### src/rtl/modadd_3x2_final.sv
// Final modular-add stage: two-slot valid/ready pipeline that folds a stage-1 partial sum into [0, mod_m).
// Define MODADD_FINAL_ERRCNT_EN to build the saturating range-error counter; otherwise err_count is tied to 0.
module modadd_3x2_final #(
    parameter int DATA_WIDTH   = 18,
    parameter int ERRCNT_WIDTH = 8
) (
    input  logic                    clk,
    input  logic                    reset_n,
    input  logic                    in_valid,
    output logic                    in_ready,
    input  logic [DATA_WIDTH-1:0]   lut_sum,
    input  logic [DATA_WIDTH-3:0]   trunc_sum,
    input  logic [DATA_WIDTH-3:0]   mod_m,
    output logic                    out_valid,
    input  logic                    out_ready,
    output logic [DATA_WIDTH-3:0]   res,
    output logic                    range_err,
    output logic [ERRCNT_WIDTH-1:0] err_count
);
    localparam int RW = DATA_WIDTH - 2;
    localparam int SW = DATA_WIDTH + 1;

    logic          a_valid;
    logic [SW-1:0] a_sum;
    logic          b_advance;
    logic [SW:0]   d1;
    logic [SW:0]   d2;
    logic          s_lt_m;
    logic          s_ge_2m;
    logic          unused_diff_bits;

    // The output register is stage B, so it frees up whenever it is empty or being drained.
    assign b_advance = !out_valid || out_ready;
    assign in_ready  = !a_valid || b_advance;

    // One guard bit above the sum turns the MSB of each difference into its borrow flag.
    assign d1      = {1'b0, a_sum} - {4'b0, mod_m};
    assign d2      = {1'b0, a_sum} - {3'b0, mod_m, 1'b0};
    assign s_lt_m  = d1[SW];
    assign s_ge_2m = !d2[SW];
    assign unused_diff_bits = ^{d1[SW-1:RW], d2[SW-1:0]};

    // Stage A: capture the unreduced sum at full width.
    always_ff @(posedge clk or negedge reset_n) begin
        if (!reset_n) begin
            a_valid <= 1'b0;
            a_sum   <= '0;
        end else if (in_ready) begin
            a_valid <= in_valid;
            if (in_valid) begin
                a_sum <= {3'b0, trunc_sum} + {1'b0, lut_sum};
            end
        end
    end

    // Stage B: pick the reduced residue and flag sums that a single subtraction cannot fold.
    always_ff @(posedge clk or negedge reset_n) begin
        if (!reset_n) begin
            out_valid <= 1'b0;
            res       <= '0;
            range_err <= 1'b0;
        end else if (b_advance) begin
            out_valid <= a_valid;
            if (a_valid) begin
                res       <= s_lt_m ? a_sum[RW-1:0] : d1[RW-1:0];
                range_err <= s_ge_2m || (mod_m == '0);
            end
        end
    end

`ifdef MODADD_FINAL_ERRCNT_EN
    // Counts flagged results only when they are actually handed downstream.
    always_ff @(posedge clk or negedge reset_n) begin
        if (!reset_n) begin
            err_count <= '0;
        end else if (out_valid && out_ready && range_err && !(&err_count)) begin
            err_count <= err_count + 1'b1;
        end
    end
`else
    assign err_count = '0;
`endif

endmodule
### config.mk
export PLATFORM = sky130hd
export DESIGN_NAME = modadd_3x2_final
export DESIGN_NICKNAME = d
export VERILOG_FILES = /design/src/rtl/modadd_3x2_final.sv
export SDC_FILE = /design/constraint.sdc
export NUM_CORES = 1
export LEC_CHECK = 0
export CAP_MARGIN = 20
export CORE_ASPECT_RATIO = 1.1
export CORE_MARGIN = 1
export CORE_UTILIZATION = 51
export CTS_CLUSTER_DIAMETER = 150
export DETAILED_ROUTE_END_ITERATION = 10
export PLACE_DENSITY = 0.82
export SLEW_MARGIN = 10
export SYNTH_ARGS = -nofsm -noshare
export SYNTH_HDL_FRONTEND = slang
export SYNTH_SLANG_ARGS = --single-unit
### constraint.sdc
create_clock -name clk -period 6.9 [get_ports clk]
set_input_delay 1.725 -clock clk [delete_from_list [all_inputs] [get_ports clk]]
set_output_delay 1.725 -clock clk [all_outputs]
set_load 0.05 [all_outputs]
Word-level counts from Yosys, hierarchy flattened. Cells that the tools add are included.

Bits in registers: 38. Bits of input ports: 54. Output and inout port bits: 27. Word-level logic and storage cells: 18.

$add $sub $neg: 3. Multiplexer cells: 1. Reduce and logical (&&, ||, !) cells: 9.

Operator list (number): $sub A19 B16 Y20 (1); $sub A19 B17 Y20 (1); $add A16 B18 Y19 (1); $logic_not A16 Y1 (1); $mux W16 (1); $reduce_and A2 Y1 (2); $logic_not A1 Y1 (3); $logic_or A1 B1 Y1 (3).

Longest topological paths before layout.
Word-level depth: 4. Gate-level depth with buffers: 11. Mapped depth without buffers: 11.

Worst setup path after synthesis. OpenSTA, ideal clock, no wires.

Path kind: input port to output port. Start point: input port out_ready. End point: output port in_ready. Arrival time: 2.214 ns. Data required time: 5.175 ns. Setup slack: 2.961 ns. Cell stages on the path: 1. Path buffers: 0. Cell sequence: nand3b_1.

Word-level cells in the longest chain between the ends: 2.

RTL lines: from (decl) (line 15) `input logic out_ready,`; $logic_or A1 B1 Y1 (line 33) `assign b_advance = !out_valid || out_ready;`; $logic_or A1 B1 Y1 (line 34) `assign in_ready = !a_valid || b_advance;`; to (decl) (line 10) `output logic in_ready,`.

Every way passes these cells.

Final worst setup path. Same ends and word-level chain as after synthesis.

==> results.sh <==
export IMPL_fin_crit_ps=4880
export IMPL_via_per_inst=5.37
export IMPL_cts_sinks=38
export IMPL_ys_seq_elements=38
export IMPL_start_kind="primary input"
export IMPL_yosysSeqAreaShare_pct=27.7
export IMPL_cts_root_buffer="clkbuf_8"
export IMPL_die_area_sq_um=7070
export IMPL_final_common_cell="clkdlybuf4s50_1"
export IMPL_clock_path_buffers=2
export IMPL_status="finished, final reports clean"
export IMPL_wirelength_mm=7.44
export IMPL_dpl_hpwl_mm=6.18
export IMPL_final_cell_mix="clkdlybuf4s50_1, nand2_1, ha_1, dfrtp_1, o21ai_0"
export IMPL_cts_buffers=5
export IMPL_place_area_sq_um=4180
export IMPL_maxUsedRoutingLayer="met4"
export IMPL_dr_wl_met2_mm=3.70
export IMPL_nets=573
export IMPL_initial_utilization_pct=52.4
export IMPL_num_vias=2964
export IMPL_setup_tns_final_ps=0
export IMPL_synthArstFlopShare_pct=100
export IMPL_hp_class="flop to flop"
export IMPL_wl_per_cell_um=13.5
export IMPL_yosys_warnings=0
export IMPL_gr_total_overflow=0
export IMPL_dieHeight_um=88.1
export IMPL_h_tree_depth=2
export IMPL_finalNonFillerCells=552
export IMPL_vdd_drop_max_v=0.000257
export IMPL_syn_area_per_cell_sq_um=8.61
export IMPL_drtAntennaViolNets=0
export IMPL_gp_congestion=0.864
export IMPL_crit_type="primary input to output pin"
export IMPL_io_buffers=72
export IMPL_whs_path_depth=2
export IMPL_grt_pass1_vias=2796
export IMPL_finalSetupViolCount=0
export IMPL_clk_transition_reported_paths_ps=70
export IMPL_cts_tree="done"
export IMPL_synth_cells=399
export IMPL_synth_cell_types=57
export IMPL_tightest_slew_ps=930
export IMPL_critPathArrivalTime_ps=3150
export IMPL_grt_max_degree=39
export IMPL_synth_ff_type="dfrtp_1"
export IMPL_maxCapViolCount=0
export IMPL_grt_usage_pct=22.6
export IMPL_whs_ps=487
export IMPL_met1_length_mm=3.39
export IMPL_postCtsSetupBuffers=0
export IMPL_antenna_cells=0
export IMPL_r2r_cells=9
export IMPL_ctsHoldBuffers=0
export IMPL_fin_skew_ps=4.35
export IMPL_grt_setup_unrepaired="false"
export IMPL_final_util_pct=65.0
export IMPL_drv_slew=0
export IMPL_maxSlewHeadroom_pct=37.8
export IMPL_clkLatencyLatePin_ps=290
export IMPL_row_count=31
export IMPL_synth_edf_count=0
export IMPL_drt_pass1_iter_count=4
export IMPL_p_leak_nw=1.97
export IMPL_drc=0
export IMPL_required_ps=5180
export IMPL_stdcell_area_sq_um=4260
export IMPL_drt_iter0_drc=84
export IMPL_cellPowerDensity_nw_per_um2=292
export IMPL_timing_final_crit_share_pct=70.7
export IMPL_numPlacedInstances=545
export IMPL_core_region_area_sq_um=6560
export IMPL_grt_pass1_wl_mm=12.5
export IMPL_finalHoldViolCount=0
export IMPL_layout_drive_gt1_share_pct=5.53
export IMPL_syn_area_sq_um=3430
export IMPL_syn_to_final_growth_pct=24.0
export IMPL_num_io_pins=81
export IMPL_post_cts_resized=0
export IMPL_die_w_um=80.2
export IMPL_fmax_mhz=205
export IMPL_synth_area_leaders="dfrtp_1, ha_1, nand2_1"
export IMPL_synth_largest_area_cell="dfrtp_1"
export IMPL_wl_met3_um=231
export IMPL_antenna_found_initial=0
export IMPL_end_kind="output pin"
export IMPL_yosysTopAreaCellShare_pct=27.7
export IMPL_path_max_fanout=3
==> cell usage after synthesis (all sizes together) (3+ instances only) <==
library cell and n:
clkbuf 5, and3 5, a211oi 5, nor2b 5, mux2i 11, o211ai 4, inv 28, a21o 5
o21bai 5, dfrtp 38, ha 47, nor2 13, nand4 5, nor3 3, o21ai 55, buf 10
o21a 3, xor2 10, nand2b 9, xnor2 17, a21oi 26, nand2 54, nand3 5, nor4 6
==> where the power goes <==
group | internal, W | switching [W]
Clock | 0.0000689 | 0.0000789
Combinational | 0.000300 | 0.000445
Sequential | 0.000293 | 0.0000572
==> critical path, stage by stage <==
cell and delay, ps:
clkdlybuf4s50_1 460, nand3b_1 140, clkdlybuf4s50_1 820
==> state kept, by name, indices dropped and copies added (netlist names) <==
name and count:
res 16, range_err 1, a_valid 1, a_sum 19, out_valid 1
==> logic make-up (layout without fill, tap and decap cells) <==
family / Yosys count / count (layout) / share of synthesized area, %
AO/OA/AOI/OAI: 116 / 116 / 21.2
XOR/XNOR: 27 / 27 / 6.89
adder cells (fa/ha/maj): 49 / 49 / 18.3
buffers and inverters: 44 / 108 / 6.27
flip-flops: 38 / 38 / 27.7
multiplexers: 13 / 13 / 3.97
other: 1 / 8 / 0.109
AND/OR/NAND/NOR: 111 / 111 / 15.6
==> layout make-up <==
cell class | instances | area [sq um]
clock buffer | 5 | 68.8
clock inverter | 2 | 15.0
fill | 553 | 2290
inverter | 28 | 105
multi-input combinational | 324 | 2290
sequential | 38 | 951
tap | 82 | 103
timing repair buffer | 73 | 723
==> final timing paths <==
check,start,end,slack [ps]
min,res[3],res[3],490
max,out_ready,in_ready,2020
max in group asynchronous,reset_n,a_sum[16],4790
max reg2reg,a_sum[2],res[11],4370
min in group asynchronous,reset_n,res[6],1550
min reg2reg,res[3],res[3],490
==> routing by layer <==
layer | up-vias | GRT usage, %
met5 | - | 0
met4 | 0 | 7.14
met3 | 9 | 2.19
met2 | 64 | 40.8
met1 | 1355 | 28.4
li1 | 1536 | -
==> stage by stage <==
stage | setup WS [ps] | power, W
4_1_cts | 2010 | 0.00125
2_1_floorplan | 2960 | 0.000888
6_report | 2020 | 0.00124
5_1_grt | 1970 | 0.00134
3_5_place_dp | 2020 | 0.00110
3_3_place_gp | 2030 | 0.00108
No activity file was read; power rests on OpenSTA's default activity.
